==> src/rtl/dc_pkg.sv <==
// ============================================================
// Module   : dc_pkg
// Brief    : Shared state encoding and default width for the DC click path.
// Revision : 1.0
// ============================================================
`default_nettype none

package dc_pkg;

  localparam int cDefCntW = 16;

  typedef enum logic [1:0] {
    sIdle = 2'd0,
    sAct  = 2'd1,
    sGap  = 2'd2
  } dcState_t;

endpackage

`default_nettype wire

==> src/rtl/dc_period_cnt.sv <==
// ============================================================
// Module   : dc_period_cnt
// Brief    : Loadable half-period down-counter with terminal pulse.
// Revision : 1.0
// ============================================================
`default_nettype none

module dc_period_cnt
  import dc_pkg::*;
#(
  parameter int CNT_W = cDefCntW
) (
  input  logic             wClk_i,
  input  logic             wReset_i,
  input  logic             wEn_i,
  input  logic             wLoad_i,
  input  logic [CNT_W-1:0] wLoadVal_i,
  output logic             wTerm_o
);

  logic [CNT_W-1:0] rCnt;

  always_ff @(posedge wClk_i or negedge wReset_i) begin
    if (!wReset_i) begin
      rCnt <= '0;
    end else if (wLoad_i) begin
      rCnt <= wLoadVal_i;
    end else if (rCnt != '0) begin
      rCnt <= rCnt - 1'b1;
    end
  end

  // A phase loaded with L-1 reaches zero on its L-th cycle.
  assign wTerm_o = wEn_i && (rCnt == '0);

endmodule

`default_nettype wire

==> src/rtl/dc_click_gen.sv <==
// ============================================================
// Module   : dc_click_gen
// Brief    : Emits a train of N clicks, each D cycles active then D idle.
// Revision : 1.0
// ============================================================
`default_nettype none

module dc_click_gen
  import dc_pkg::*;
#(
  parameter int CNT_W = cDefCntW
) (
  input  logic             wClk_i,
  input  logic             wReset_i,
  input  logic             wTrig_i,
  input  logic [CNT_W-1:0] wStep_i,
  input  logic [CNT_W-1:0] wDelay_i,
  input  logic             wHlvl_i,
  input  logic             wAbort_i,
  output logic             rClick_o,
  output logic             rBusy_o,
  output logic             rDone_o,
  output logic [CNT_W-1:0] rCount_o
);

  dcState_t         rState, wStateNxt;
  logic [CNT_W-1:0] rStep, wStepNxt;
  logic [CNT_W-1:0] rDelay, wDelayNxt;
  logic             rLevel, wLevelNxt;
  logic             wClickNxt, wBusyNxt, wDoneNxt;
  logic [CNT_W-1:0] wCountNxt;
  logic             wLoad;
  logic [CNT_W-1:0] wLoadVal;
  logic             wTerm;

  // A zero delay behaves as one cycle per phase.
  function automatic logic [CNT_W-1:0] phaseLoad(input logic [CNT_W-1:0] d);
    return (d == '0) ? '0 : d - 1'b1;
  endfunction

  dc_period_cnt #(
    .CNT_W (CNT_W)
  ) uPeriod (
    .wClk_i     (wClk_i),
    .wReset_i   (wReset_i),
    .wEn_i      (rState != sIdle),
    .wLoad_i    (wLoad),
    .wLoadVal_i (wLoadVal),
    .wTerm_o    (wTerm)
  );

  always_ff @(posedge wClk_i or negedge wReset_i) begin
    if (!wReset_i) begin
      rState   <= sIdle;
      rStep    <= '0;
      rDelay   <= '0;
      rLevel   <= 1'b0;
      rClick_o <= 1'b0;
      rBusy_o  <= 1'b0;
      rDone_o  <= 1'b0;
      rCount_o <= '0;
    end else begin
      rState   <= wStateNxt;
      rStep    <= wStepNxt;
      rDelay   <= wDelayNxt;
      rLevel   <= wLevelNxt;
      rClick_o <= wClickNxt;
      rBusy_o  <= wBusyNxt;
      rDone_o  <= wDoneNxt;
      rCount_o <= wCountNxt;
    end
  end

  always_comb begin
    wStateNxt = rState;
    wStepNxt  = rStep;
    wDelayNxt = rDelay;
    wLevelNxt = rLevel;
    wClickNxt = rClick_o;
    wBusyNxt  = rBusy_o;
    wDoneNxt  = 1'b0;
    wCountNxt = rCount_o;
    wLoad     = 1'b0;
    wLoadVal  = phaseLoad(rDelay);

    unique case (rState)
      sIdle: begin
        wClickNxt = rLevel;
        wBusyNxt  = 1'b0;
        if (wTrig_i && !wAbort_i) begin
          wCountNxt = '0;
          if (wStep_i == '0) begin
            // Empty train: report completion, leave the line untouched.
            wDoneNxt = 1'b1;
          end else begin
            wStepNxt  = wStep_i;
            wDelayNxt = wDelay_i;
            wLevelNxt = wHlvl_i;
            wStateNxt = sAct;
            wClickNxt = ~wHlvl_i;
            wBusyNxt  = 1'b1;
            wLoad     = 1'b1;
            wLoadVal  = phaseLoad(wDelay_i);
          end
        end
      end

      sAct: begin
        if (wAbort_i) begin
          wStateNxt = sIdle;
          wClickNxt = rLevel;
          wBusyNxt  = 1'b0;
        end else if (wTerm) begin
          wCountNxt = rCount_o + 1'b1;
          wStateNxt = sGap;
          wClickNxt = rLevel;
          wLoad     = 1'b1;
        end
      end

      sGap: begin
        if (wAbort_i) begin
          wStateNxt = sIdle;
          wClickNxt = rLevel;
          wBusyNxt  = 1'b0;
        end else if (wTerm) begin
          if (rCount_o < rStep) begin
            wStateNxt = sAct;
            wClickNxt = ~rLevel;
            wLoad     = 1'b1;
          end else begin
            wStateNxt = sIdle;
            wClickNxt = rLevel;
            wBusyNxt  = 1'b0;
            wDoneNxt  = 1'b1;
          end
        end
      end

      default: begin
        wStateNxt = sIdle;
        wClickNxt = rLevel;
        wBusyNxt  = 1'b0;
      end
    endcase
  end

endmodule

`default_nettype wire

==> config.mk <==
export PLATFORM = sky130hd
export DESIGN_NAME = dc_click_gen
export DESIGN_NICKNAME = d
export VERILOG_FILES = /design/src/rtl/dc_pkg.sv /design/src/rtl/dc_period_cnt.sv /design/src/rtl/dc_click_gen.sv
export SDC_FILE = /design/constraint.sdc
export NUM_CORES = 1
export LEC_CHECK = 0
export ABC_CLOCK_PERIOD_IN_PS = 6870
export BUFFER_PORTS_ARGS = -buffer_cell sky130_fd_sc_hd__clkbuf_2
export CAP_MARGIN = 25
export CORE_MARGIN = 2
export CORE_UTILIZATION = 40
export DETAILED_ROUTE_END_ITERATION = 16
export GPL_ROUTABILITY_DRIVEN = 0
export HOLD_SLACK_MARGIN = 0.1
export PLACE_DENSITY = 0.56
export SETUP_SLACK_MARGIN = 0.1
export SLEW_MARGIN = 20
export SYNTH_ARGS = -nofsm -noshare
export SYNTH_HDL_FRONTEND = slang
export SYNTH_SLANG_ARGS = --single-unit
==> constraint.sdc <==
create_clock -name wClk_i -period 6.87 [get_ports wClk_i]
set_input_delay 0.3435 -clock wClk_i [delete_from_list [all_inputs] [get_ports wClk_i]]
set_output_delay 0.3435 -clock wClk_i [all_outputs]
set_load 0.03 [all_outputs]
### Word level (Yosys, flattened, before mapping)

Cells that the tools add are included.

| word-level totals | value |
|---|---|
| flip-flop bits (word level) | 70 |
| input port bits | 37 |
| output and inout port bits | 19 |

| cells by class | value |
|---|---|
| $add $sub $neg | 4 |
| order comparisons | 1 |
| equality and inequality tests | 10 |
| multiplexer cells | 46 |
| bitwise gates (word level) | 3 |
| reduce and logical (&&, ||, !) cells | 17 |

Operators with widths:

| cell | count |
|---|---|
| $mux 16 | 10 |
| $logic_not 16->1 | 4 |
| $sub 16x1->16 const B | 3 |
| $pmux 16 s2 | 1 |
| $mux 1 | 24 |
| $add 16x1->16 const B | 1 |
| $lt 16x16->1 | 1 |
| $reduce_bool 16->1 | 1 |
| $mux 2 | 6 |
| $pmux 1 s3 | 3 |
| $ne 2x2->1 const B | 4 |
| $reduce_and 4->1 | 2 |
| $ne 3x2->1 const B | 2 |
| $pmux 2 s3 | 1 |
| $reduce_and 3->1 | 2 |
| $reduce_bool 2->1 | 3 |
| $ne 3x3->1 const B | 1 |
| $not 1->1 | 3 |
| $eq 2x1->1 const B | 1 |
| $eq 2x2->1 const B | 1 |
| $logic_and 1x1->1 | 2 |
| $logic_not 2->1 | 1 |
| $ne 2x1->1 const B | 1 |
| $pmux 1 s2 | 1 |
| 2 further kinds | 2 |

### Logic depth before layout (Yosys ltp)

Gate-level depths: netlist (run 1).

| logic depth | value |
|---|---|
| depth after elaboration | 6 |
| gate-level depth with buffers | 9 |
| depth with buffers taken out | 8 |

### Hierarchy

A second synthesis (run 1) with hierarchy kept.

| second synthesis, totals | value |
|---|---|
| cell total of the unflattened synthesis | 506 |
| area, all modules | 4423.0 um^2 |

Modules (own cells, without submodules):

| module | instances | cells each | area an instance (um^2) | sequential area each (um^2) |
|---|---|---|---|---|
| dc_click_gen | 1 | 407 | 3448.3 | 1351.3 |
| dc_period_cnt | 1 | 99 | 974.7 | 400.4 |

### Worst setup path before layout (run 1)

OpenSTA, ideal clock, no wires.

| path | value |
|---|---|
| path type | register to register |
| start | reg rCount_o[9] |
| end | reg uPeriod.rCnt[11] |
| library setup time | 125 ps |
| data arrival time | 2448 ps |
| required time | 6745 ps |
| path slack | 4298 ps |
| cell stages (with the launch flop) | 9 |
| path through | dfrtp_1 -> ha_1 -> a21o_1 -> a221o_1 -> a21oi_1 -> nand3_2 -> o21ai_4 -> buf_6 -> mux2_2 |

| between the ends | value |
|---|---|
| word-level cells in the longest chain between the ends | 6 |

Ends and longest elaborated chain:

| item | RTL line | source |
|---|---|---|
| start: declaration | dc_click_gen.sv:23 | `output logic [CNT_W-1:0] rCount_o` |
| start signal: assignment | dc_click_gen.sv:70 | `rCount_o <= wCountNxt;` |
| $lt 16x16->1 * | dc_click_gen.sv:127 | `if (rCount_o < rStep) begin` |
| $mux 1 * | dc_click_gen.sv:127 |  |
| $mux 1 * | dc_click_gen.sv:126 | `end else if (wTerm) begin` |
| $mux 1 * | dc_click_gen.sv:122 | `if (wAbort_i) begin` |
| $pmux 1 s3 * | dc_click_gen.sv:86 | `unique case (rState)` |
| $mux 16 or $reduce_bool 2->1 (tied branches) | n/a |  |
| end signal: assignment | dc_period_cnt.sv:27 | `rCnt <= wLoadVal_i;` |
| end signal: assignment | dc_period_cnt.sv:29 | `rCnt <= rCnt - 1'b1;` |
| end: declaration | dc_period_cnt.sv:21 | `logic [CNT_W-1:0] rCnt;` |

Every way passes the cells marked *; elsewhere a longest branch is shown, timed or not.
A chain may end at the register's enable or synchronous reset.

### Worst setup path after layout (run 1)

| path | value |
|---|---|
| start | reg rCount_o[11] |
| end | reg uPeriod.rCnt[3] |

Same word-level chain as after synthesis.

==> results.md, run 1 <==
- Outcome: complete, no violations
- Complex-gate fraction of the synthesized area: 11.2%
- Multi-input gate area: 2600 um2
- Proportion of synthesized chip area in sequential cells: 38.6%
- Power density of the placed cells: 287 nW/um2
- Sequential standard cell area: 1750 um2
- Number of unique standard cell types used by synthesis: 57
- Max-cap viol count: 0
- Detailed-route DRC error count: 0
- Worst-path fanout max: 16
- Ports placed on the boundary: 56
- Post-detailed-placement half-perimeter wirelength: 7860 um
- Largest family of logic cells by synthesized area: simple AND/OR/NAND/NOR gates
- Detail-routed net length per standard cell: 15.8 um
- Launch point of the worst reg-to-reg path: rCount_o[11]
- Met2 capacity usage during global routing: 28.0%
- Net count of the mapped netlist: 547
- Synthesized area per cell: 9.31 um2
- Number of nets in the final layout: 599
- Hold/Removal Path Class: in2async
- Achievable Freq: 349 MHz
- Count of state elements after synthesis: 70
- Area share of xor/xnor cells in the synthesized design: 7.91%
- Setup CP Type: reg2reg
- Maximum number of pins on one net before global-route repair: 71
- Port bufs: 55
- Number of pins exceeding their max-slew limit in the final report: 0
- Setup repair after global routing missed its margin: false
- Reg2Reg Setup Slack: 4.01 ns
- Clock root cell: sky130_fd_sc_hd__clkbuf_16
- Number of standard cells in the final layout excluding fillers: 685
- Share of synthesized registers carrying an async set or reset: 100%
- Cts hold-fix bufs: 0
- Share of synthesized area spent on multiplexers: 10.1%
- Warnings, synthesis: 0
- Post-Synth Simple-Gate Area: 22.0%
- Count of flip-flops with a built-in enable after synthesis: 0
- Die width: 111 um
- Number of resized instances in the post-cts repair step: 0
- Leading post-synthesis cells by cell area: sky130_fd_sc_hd__dfrtp_1 (39%), sky130_fd_sc_hd__ha_1 (6.1%), sky130_fd_sc_hd__mux2_2 (5.7%)
- Count of cells along the worst register-to-register path: 7
- Starting DRT DRC Count: 185
- WP data required: 7.09 ns
- Synthesized-area fraction occupied by adder cells: 6.06%
- R2r endpoint: uPeriod.rCnt[3]
- Prevailing post-synth register cell: sky130_fd_sc_hd__dfrtp_1
- Via density: 5.35
- Critical path endpoint: uPeriod.rCnt[3]
- Final period demand of the worst path: 2.86 ns
- Grt met1 use: 26.7%
- Clock latency reported for the late side of the worst-skew pair: 0.33 ns
- Antenna Cells: 0
- Layout-stage area growth over the synthesis result: 16.1%
- Total clock buffers created by CTS: 9
- Final standard cell utilization of the core: 48.0%
- Core box area: 11000 um2
- Number of setup violations in the final report: 0
- Peak VDD IR: 0.000110 V
- Clock-pin transition on the worst setup and hold timing paths: 0.06 ns
- Number of vias after detailed routing: 3668
- Gate Count Post-Synth: 488
- Placed insts: 669
- Total Neg Setup Slack: 0 ns
- Worst setup path startpoint: rCount_o[11]
- Via count of the first global-routing pass: 3604
- Leftover overflow at the end of global routing: 0
- Leakage power: 2.30 nW
- H-tree depth: 3
- Slew at the pin closest to its max-slew limit: 0.912 ns
- Final worst path period share: 41.7%
- Vertical die dimension: 111 um
- Most used routing layer in global routing: met2
- Final hold viol count: 0
- Yosys top cell area share: 38.6%
- Final routed wirelength across all metal layers: 10900 um
- Number of clock sinks seen by CTS: 70
- Filler instances: 1040
- PnR Total Power: 1.51 mW
- Endpoint type of the worst setup path: register
- Largest area contributor in the netlist: sky130_fd_sc_hd__dfrtp_1
- Library cell with the highest instance count after synthesis: sky130_fd_sc_hd__dfrtp_1
- Remaining number of nets flagged by the antenna check after routing: 0
- Met3 usage in global routing: 2.52%
- Slew margin rel.: 39.2%
- First-pass iteration count of the detailed router: 5
- Buffer depth of the longest clock path: 2
- Critical Path Source Type: register
- # Post-CTS Setup Buffers: 0
- Effective utilization at floorplan: 41.4%
- Initial antenna violation count: 0
- Row cnt: 38
- CTS tree: built
- Area of the die: 12200 um2
- Share of post-route cells with drive strength above 1: 21.5%
- Post-synthesis instance area: 4540 um2
- List of most frequent post-synthesis cells: sky130_fd_sc_hd__dfrtp_1 (70), sky130_fd_sc_hd__nor2_1 (50), sky130_fd_sc_hd__nand2_1 (42)
- Global router's overall resource usage: 18.5%
- First-pass GRT wire length: 18300 um
- Worst setup skew after layout: 0.00648 ns
- Worst EP arrival: 3.08 ns
layout by cell type, fill, tap and decap left out, drive strengths merged, types with 3 or more instances in the layout:
cell,count
dfrtp,70
clkbuf,64
nor2,50
nand2,44
mux2,31
o21ai,30
inv,27
ha,22
xnor2,21
xor2,20
a21oi,19
nor4,17
o22ai,15
nor3,14
nand3,11
nand4,9
or3,9
mux2i,8
nand2b,6
or4,6
and2,5
buf,4
nor3b,3
nand3b,3
bufinv,3
clkinv,3
sequential cells by signal (all words and copies together) (netlist names), 2 cells and up:
signal,cells
rDelay,16
uPeriod.rCnt,16
rStep,16
rState,2
rCount_o,16
where the power goes:
part	leakage [nW]	switching, mW	total (mW)	internal, mW
Clock	0.172	0.186	0.550	0.364
Sequential	0.878	0.0885	0.588	0.500
Combinational	1.24	0.187	0.376	0.189
Total	2.30	0.462	1.51	1.05
layout make-up:
cell class / count / share of cell area, %
Sequential cell: 70 / 33.2
Clock buffer: 10 / 4.53
Multi-Input combinational cell: 374 / 49.3
Timing Repair Buffer: 58 / 5.65
Inverter: 27 / 1.92
Tap cell: 140 / 3.32
Clock inverter: 6 / 2.06
worst max-delay path: stages (launching register included):
cell	delay, ns
sky130_fd_sc_hd__dfrtp_1	0.42
sky130_fd_sc_hd__ha_1	0.33
sky130_fd_sc_hd__and2_1	0.18
sky130_fd_sc_hd__a221o_1	0.29
sky130_fd_sc_hd__a21oi_1	0.34
sky130_fd_sc_hd__nand3_2	0.18
sky130_fd_sc_hd__o21ai_4	0.59
sky130_fd_sc_hd__mux2_2	0.41
routing by layer:
layer | vias up | wire (um)
li1 | 1848 | -
met1 | 1760 | 5630
met2 | 50 | 4800
met3 | 10 | 258
met4 | 0 | 162
met5 | - | 0
metrics by stage:
| step | setup slack (ns) | cell area [um2] | hold WS, ns |
|---|---|---|---|
| 2_1_floorplan | 4.30 | 4540 | 0.0479 |
| 3_3_place_gp | 4.02 | 4930 | 0.512 |
| 3_5_place_dp | 4.00 | 4930 | 0.515 |
| 4_1_cts | 4.01 | 5270 | 0.229 |
| 5_1_grt | 3.82 | 5270 | 0.241 |
| 6_report | 4.01 | 5270 | 0.222 |
cell families after synthesis:
family | count (synthesis)
compound gates | 83
buf+inv | 44
fa+ha+maj | 22
xor+xnor | 41
simple gates | 189
mux | 39
flops | 70
how the worst min path moves through the flow:
stage	end	cells after the start	start	slack, ns
global route	rStep[15]	3	wStep_i[15]	0.24
floorplan	rBusy_o	0	wReset_i	0.05
detailed placement	rBusy_o	1	rBusy_o	0.52
global placement	rStep[0]	1	rStep[0]	0.51
CTS	rStep[15]	3	wStep_i[15]	0.23
finish	rStep[14]	2	wReset_i	0.22
No activity file was read; power rests on OpenSTA's default activity.
==> run 2: changes to the inputs <==
--- a/config.mk
+++ b/config.mk
@@ -5,7 +5,7 @@
 export SDC_FILE = /design/constraint.sdc
 export NUM_CORES = 1
 export LEC_CHECK = 0
-export ABC_CLOCK_PERIOD_IN_PS = 6870
+export ABC_CLOCK_PERIOD_IN_PS = 2900
 export BUFFER_PORTS_ARGS = -buffer_cell sky130_fd_sc_hd__clkbuf_2
 export CAP_MARGIN = 25
 export CORE_MARGIN = 2
==> constraint.sdc (replaced) <==
create_clock -name wClk_i -period 2.9 [get_ports wClk_i]
set_input_delay 0.145 -clock wClk_i [delete_from_list [all_inputs] [get_ports wClk_i]]
set_output_delay 0.145 -clock wClk_i [all_outputs]
set_load 0.03 [all_outputs]
==> results.md, run 2 (synthesis results as in run 1) <==
- Outcome: complete, no violations (unchanged)
- Cells traversed along the worst timing path: ha_1, a2111oi_0, or4_1, nand3_2, o21ai_4, buf_12, mux2_2 (was ha_1, and2_1, a221o_1, a21oi_1, nand3_2, o21ai_4, mux2_2)
- Slowest stage cell on the critical path: sky130_fd_sc_hd__a2111oi_0 (was sky130_fd_sc_hd__o21ai_4)
- Endpoint type of the worst setup path: register (unchanged)
- Critical Path Source Type: register (unchanged)
- Global router's overall resource usage: 19.4% (was 18.5%)
- WP data required: 3.12 ns (was 7.09 ns)
- PnR Total Power: 3.40 mW (was 1.51 mW)
- H-tree depth: 3 (unchanged)
- Number of vias after detailed routing: 3833 (was 3668)
- Maximum number of pins on one net before global-route repair: 47 (was 71)
- Clock latency reported for the late side of the worst-skew pair: 0.34 ns (was 0.33 ns)
- Via count of the first global-routing pass: 3892 (was 3604)
- Antenna Cells: 0 (unchanged)
- Met2 capacity usage during global routing: 29.7% (was 28.0%)
- Row cnt: 38 (unchanged)
- Min setup slack post-route: 0.278 ns (was 4.01 ns)
- Number of resized instances in the post-cts repair step: 0 (unchanged)
- Area of the die: 12200 um2 (unchanged)
- Core box area: 11000 um2 (unchanged)
- Detail-routed net length per standard cell: 15.9 um (was 15.8 um)
- Final worst path period share: 90.4% (was 41.7%)
- Starting DRT DRC Count: 193 (was 185)
- Met3 usage in global routing: 2.69% (was 2.52%)
- Worst setup skew after layout: 0.00800 ns (was 0.00648 ns)
- Effective utilization at floorplan: 41.4% (unchanged)
- Cts hold-fix bufs: 20 (was 0)
- Port bufs: 55 (unchanged)
- Total Neg Setup Slack: 0 ns (unchanged)
- Post-detailed-placement half-perimeter wirelength: 8410 um (was 7860 um)
- Number of clock sinks seen by CTS: 70 (unchanged)
- Die width: 111 um (unchanged)
- Layout-stage area growth over the synthesis result: 20.5% (was 16.1%)
- Max-cap viol count: 0 (unchanged)
- # Post-CTS Setup Buffers: 0 (unchanged)
- Peak VDD IR: 0.000300 V (was 0.000110 V)
- Power density of the placed cells: 621 nW/um2 (was 287 nW/um2)
- Hold/Removal Path Class: in2reg (was in2async)
- Slew at the pin closest to its max-slew limit: 0.654 ns (was 0.912 ns)
- Setup repair after global routing missed its margin: false (unchanged)
- Via density: 5.39 (was 5.35)
- Commonest non-fill, non-tap cells in the layout: sky130_fd_sc_hd__dfrtp_1 (70), sky130_fd_sc_hd__clkbuf_2 (54), sky130_fd_sc_hd__nor2_1 (50) (unchanged)
- Share of post-route cells with drive strength above 1: 21.4% (was 21.5%)
- Number of nets in the final layout: 625 (was 599)
- Clock-pin transition on the worst setup and hold timing paths: 0.06 ns (about the same)
- First-pass GRT wire length: 19400 um (was 18300 um)
- Remaining number of nets flagged by the antenna check after routing: 0 (unchanged)
- Buffer depth of the longest clock path: 2 (unchanged)
- Final routed wirelength across all metal layers: 11300 um (was 10900 um)
- Worst EP arrival: 2.84 ns (was 3.08 ns)
- Slowest cell delay on critical path: 0.60 ns (was 0.59 ns)
- Number of setup violations in the final report: 0 (unchanged)
- Hold Slack: 0.117 ns (was 0.222 ns)
- Setup CP Type: reg2reg (unchanged)
- Slew margin rel.: 55.3% (was 39.2%)
- First-pass iteration count of the detailed router: 4 (was 5)
- Ports placed on the boundary: 56 (unchanged)
- Clock root cell: sky130_fd_sc_hd__clkbuf_16 (unchanged)
- Most used routing layer in global routing: met2 (unchanged)
- Worst-path fanout max: 16 (unchanged)
- Total clock buffers created by CTS: 9 (unchanged)
- Achievable Freq: 381 MHz (was 349 MHz)
- Vertical die dimension: 111 um (unchanged)
- CTS tree: built (unchanged)
- Final hold viol count: 0 (unchanged)
- Initial antenna violation count: 0 (unchanged)
- Detailed-route DRC error count: 0 (unchanged)
- Pre-CTS setup slack: 0.269 ns (was 4.00 ns)
- Final period demand of the worst path: 2.62 ns (was 2.86 ns)
- Grt met1 use: 27.7% (was 26.7%)
- Leakage power: 2.38 nW (was 2.30 nW)
- Leftover overflow at the end of global routing: 0 (unchanged)
- Leading cell type in the layout, fill and taps excluded: sky130_fd_sc_hd__dfrtp_1 (unchanged)
- Number of pins exceeding their max-slew limit in the final report: 0 (unchanged)
-- run 2: cell types whose count changed in the layout (fill, tap and decap cells not counted) --
cell,change
sky130_fd_sc_hd__clkinv_4,-1
sky130_fd_sc_hd__buf_4,+5
sky130_fd_sc_hd__clkinvlp_4,+1
sky130_fd_sc_hd__bufinv_16,-3
sky130_fd_sc_hd__clkbuf_1,+1
sky130_fd_sc_hd__buf_12,+1
sky130_fd_sc_hd__dlygate4sd3_1,+20
sky130_fd_sc_hd__clkbuf_8,+2
-- run 2: per-stage QoR --
stage          instances  util, %  area, um2
2_1_floorplan        488        -       4540
3_3_place_gp         675     45.4       4980
4_1_cts              711     49.8       5470
3_5_place_dp         675     45.4       4980
6_report             711     49.8       5470
5_1_grt              711     49.8       5470
-- run 2: worst paths after layout --
kind / endpoint / cells after the start / slack [ns] / startpoint
max: uPeriod.rCnt[4] / 7 / 0.28 / rCount_o[1]
min: rDelay[7] / 2 / 0.12 / wDelay_i[7]
max reg2reg: uPeriod.rCnt[4] / 7 / 0.28 / rCount_o[1]
min reg2reg: rStep[0] / 1 / 0.52 / rStep[0]
max in group asynchronous: uPeriod.rCnt[15] / 3 / 2.04 / wReset_i
min in group asynchronous: rCount_o[13] / 3 / 0.35 / wReset_i
-- run 2: area by class of cell --
cell class              instances  area, um2
clock buffers                  13        270
multi-input cells             374       2600
fillers                      1029       5510
inverters                      27        101
well taps                     140        175
flip-flops and latches         70       1750
repair buffers                 84        556
clock inverters                 3       17.5
-- run 2: report_power, final --
part | switching (mW) | total, mW | internal, mW | leakage [nW]
Clock | 0.413 | 1.06 | 0.646 | 0.142
Combinational | 0.459 | 0.933 | 0.474 | 1.36
Sequential | 0.218 | 1.40 | 1.18 | 0.878
-- run 2: worst max-delay path: cells and delay by family, from the launching register on --
kind | cells | cell delay [ns]
compound gates | 2 | 0.80
mux | 1 | 0.34
fa+ha+maj | 1 | 0.32
buf+inv | 1 | 0.18
flops | 1 | 0.46
simple gates | 2 | 0.40
-- run 2: layer usage --
metal / share of wire [%] / routed length, um
met5: 0 / 0
met4: 2.0 / 230
met3: 3.8 / 426
met2: 44 / 5000
met1: 50 / 5630
==> run 3: changes to the inputs <==
--- a/config.mk
+++ b/config.mk
@@ -18,4 +18,5 @@
 export SLEW_MARGIN = 20
 export SYNTH_ARGS = -nofsm -noshare
 export SYNTH_HDL_FRONTEND = slang
+export SYNTH_HIERARCHICAL = 1
 export SYNTH_SLANG_ARGS = --single-unit
==> results.md, run 3 <==
- Vertical die dimension: 109 um (was 111 um)
- Area of the die: 11900 um2 (was 12200 um2)
- Clock-pin transition on the worst setup and hold timing paths: 0.10 ns (was 0.06 ns)
- Filler instances: 993 (was 1029)
- Max-cap viol count: 0 (unchanged)
- Outcome: complete, no violations (unchanged)
- Final period demand of the worst path: 2.65 ns (was 2.62 ns)
- Via density: 5.26 (was 5.39)
- Setup CP Type: reg2reg (unchanged)
- Setup repair after global routing missed its margin: false (unchanged)
- Synthesized area per cell: 8.74 um2 (was 9.31 um2)
- Net Sw Frac: 36.6% (was 32.1%)
- Ports placed on the boundary: 56 (unchanged)
- Fraction of power consumed by combinational cells: 30.0% (was 27.5%)
- Slew at the pin closest to its max-slew limit: 0.766 ns (was 0.654 ns)
- Power density of the placed cells: 537 nW/um2 (was 621 nW/um2)
- Number of unique standard cell types used by synthesis: 57 (unchanged)
- Library cell with the highest instance count after synthesis: sky130_fd_sc_hd__nand2_1 (was sky130_fd_sc_hd__dfrtp_1)
- List of most frequent post-synthesis cells: sky130_fd_sc_hd__nand2_1 (97), sky130_fd_sc_hd__dfrtp_1 (70), sky130_fd_sc_hd__nor2_1 (39) (was sky130_fd_sc_hd__dfrtp_1 (70), sky130_fd_sc_hd__nor2_1 (50), sky130_fd_sc_hd__nand2_1 (42))
- Core box area: 10800 um2 (was 11000 um2)
- Endpoint type of the worst setup path: register (unchanged)
- Share of post-route cells with drive strength above 1: 20.5% (was 21.4%)
- Commonest non-fill, non-tap cells in the layout: sky130_fd_sc_hd__nand2_1 (96), sky130_fd_sc_hd__dfrtp_1 (70), sky130_fd_sc_hd__clkbuf_2 (54) (was sky130_fd_sc_hd__dfrtp_1 (70), sky130_fd_sc_hd__clkbuf_2 (54), sky130_fd_sc_hd__nor2_1 (50))
- Largest area contributor in the netlist: sky130_fd_sc_hd__dfrtp_1 (unchanged)
- Remaining number of nets flagged by the antenna check after routing: 0 (unchanged)
- Worst setup skew after layout: 0.0183 ns (was 0.00800 ns)
- Hold/Removal Path Class: in2reg (unchanged)
- Number of pins exceeding their max-slew limit in the final report: 0 (unchanged)
- Net count of the mapped netlist: 564 (was 547)
- Post-synthesis instance area: 4420 um2 (was 4540 um2)
- First-pass GRT wire length: 19600 um (was 19400 um)
- Flop pwr share: 45.0% (was 41.3%)
- Critical Path Source Type: register (unchanged)
- Total clock buffers created by CTS: 9 (unchanged)
- Final worst path period share: 91.3% (was 90.4%)
- Antenna Cells: 0 (unchanged)
- Global router's overall resource usage: 21.2% (was 19.4%)
- Total Neg Setup Slack: 0 ns (unchanged)
- Starting DRT DRC Count: 213 (was 193)
- Yosys top cell area share: 39.6% (was 38.6%)
- Slew margin rel.: 47.6% (was 55.3%)
- Effective utilization at floorplan: 41.0% (was 41.4%)
- Total internal power: 1.91 mW (was 2.30 mW)
- Final hold viol count: 0 (unchanged)
- Die width: 109 um (was 111 um)
- Clock latency reported for the late side of the worst-skew pair: 0.36 ns (was 0.34 ns)
- Worst EP arrival: 2.89 ns (was 2.84 ns)
- Share of synthesized registers carrying an async set or reset: 100% (unchanged)
- Row cnt: 38 (unchanged)
- Number of clock sinks seen by CTS: 70 (unchanged)
- H-tree depth: 3 (unchanged)
- Number of nets in the final layout: 674 (was 625)
- Detailed-route DRC error count: 0 (unchanged)
- Count of flip-flops with a built-in enable after synthesis: 0 (unchanged)
- Clock root cell: sky130_fd_sc_hd__clkbuf_8 (was sky130_fd_sc_hd__clkbuf_16)
- Prevailing post-synth register cell: sky130_fd_sc_hd__dfrtp_1 (unchanged)
- Detail-routed net length per standard cell: 15.6 um (was 15.9 um)
- Number of setup violations in the final report: 0 (unchanged)
- Post-route cell area: 5610 um2 (was 5470 um2)
- Leakage power: 2.52 nW (was 2.38 nW)
- Proportion of synthesized chip area in sequential cells: 39.6% (was 38.6%)
- Sw Pwr: 1.10 mW (was 1.09 mW)
- WP data required: 3.14 ns (was 3.12 ns)
- First-pass iteration count of the detailed router: 4 (unchanged)
- Peak VDD IR: 0.000239 V (was 0.000300 V)
- Final routed wirelength across all metal layers: 11800 um (was 11300 um)
- Layout-stage area growth over the synthesis result: 26.9% (was 20.5%)
- DP Area: 5010 um2 (was 4980 um2)
- Number of vias after detailed routing: 4000 (was 3833)
- Port bufs: 55 (unchanged)
- CTS tree: built (unchanged)
- Leftover overflow at the end of global routing: 0 (unchanged)
- Achievable Freq: 378 MHz (was 381 MHz)
- Warnings, synthesis: 6 (was 0)
- Leading post-synthesis cells by cell area: sky130_fd_sc_hd__dfrtp_1 (40%), sky130_fd_sc_hd__nand2_1 (8.2%), sky130_fd_sc_hd__ha_1 (5.9%) (was sky130_fd_sc_hd__dfrtp_1 (39%), sky130_fd_sc_hd__ha_1 (6.1%), sky130_fd_sc_hd__mux2_2 (5.7%))
- Buffer depth of the longest clock path: 2 (unchanged)
- Gate Count Post-Synth: 506 (was 488)
- Post-detailed-placement half-perimeter wirelength: 8370 um (was 8410 um)
- Via count of the first global-routing pass: 3933 (was 3892)
- Leading cell type in the layout, fill and taps excluded: sky130_fd_sc_hd__nand2_1 (was sky130_fd_sc_hd__dfrtp_1)
- Worst-path fanout max: 22 (was 16)
- Hold Slack: 0.212 ns (was 0.117 ns)
- Count of state elements after synthesis: 70 (unchanged)
- Initial antenna violation count: 0 (unchanged)
- Maximum number of pins on one net before global-route repair: 71 (was 47)
- Power share of the clock group: 25.0% (was 31.2%)
==> run 3: critical path, cell delays in order, from the launching register on <==
cell,delay [ns]
sky130_fd_sc_hd__dfrtp_1,0.40
sky130_fd_sc_hd__ha_1,0.30
sky130_fd_sc_hd__nand4_1,0.17
sky130_fd_sc_hd__or4_4,0.57
sky130_fd_sc_hd__o32a_4,0.42
sky130_fd_sc_hd__nand4_1,0.12
sky130_fd_sc_hd__nand2_2,0.08
sky130_fd_sc_hd__buf_12,0.16
sky130_fd_sc_hd__and2_1,0.14
sky130_fd_sc_hd__o22a_1,0.17
==> run 3: timing repair <==
| action | CTS | global route |
|---|---|---|
| hold buffers | 34 | 0 |
| gates resized for setup | 4 | 10 |
| buffers inserted | 1 | 2 |
| setup endpoints to repair | 13 | 23 |
| hold endpoints to repair | 103 | 0 |
| pin swaps | 0 | 1 |
==> run 3: worst paths after layout <==
check | slack [ns] | start | depth (start not counted) | endpoint
worst max-delay path | 0.25 | rCount_o[14] | 9 | uPeriod/rCnt[13]
worst min-delay path | 0.21 | wAbort_i | 3 | rState[0]
worst max register to register | 0.25 | rCount_o[14] | 9 | uPeriod/rCnt[13]
worst min register to register | 0.49 | rStep[0] | 2 | rStep[0]
max in group asynchronous | 2.24 | wReset_i | 3 | rCount_o[2]
min in group asynchronous | 0.35 | wReset_i | 3 | rStep[15]
==> run 3: power by group through the flow <==
stage               Clock [mW]  Combinational [mW]  Sequential [mW]
floorplan                    0               0.626             1.33
global placement             0               0.827             1.36
detailed placement           0               0.851             1.37
CTS                      0.783               0.889             1.35
global route             0.828                1.02             1.39
finish                   0.753               0.904             1.36
==> run 3: cell type report <==
cell class                      count  area [um2]  share of cell area (%)
Inverter                           27         101                    1.81
Timing Repair Buffer              116         843                    15.0
Tap cell                          140         175                    3.12
Clock buffer                        9         124                    2.21
Multi-Input combinational cell    392        2560                    45.6
Sequential cell                    70        1750                    31.2
Clock inverter                      7        56.3                    1.00
==> run 3: cells by family (layout without fill, tap and decap cells) <==
| kind of cell | count (synthesis) | count (layout) | synth area share [%] |
|---|---|---|---|
| xor gates and xnor gates | 50 | 50 | 9.90 |
| adders and majority gates | 21 | 21 | 5.94 |
| DFF | 70 | 70 | 39.6 |
| AOI/OAI and AO/OA | 88 | 88 | 13.3 |
| muxes | 6 | 6 | 1.56 |
| and+or+nand+nor | 227 | 227 | 25.5 |
| buffers and inverters | 44 | 159 | 4.19 |
==> run 3: per-layer routing <==
metal	vias up	track usage [%]	wire [um]	part of all wire, %
li1	1982	-	-	-
met3	14	3.59	418	3.5
met2	76	33.6	5660	48
met5	-	0	0	0
met1	1928	29.4	5570	47
met4	0	6.68	178	1.5
==> run 3: stage by stage <==
stage,instances,setup WS [ns],power [mW],utilization [%]
5_1_grt,761,0.100,3.24,52.0
3_3_place_gp,708,0.0163,2.19,46.4
2_1_floorplan,506,0.121,1.95,-
3_5_place_dp,708,-0.0431,2.22,46.4
4_1_cts,759,0.101,3.03,51.4
6_report,761,0.252,3.01,52.0
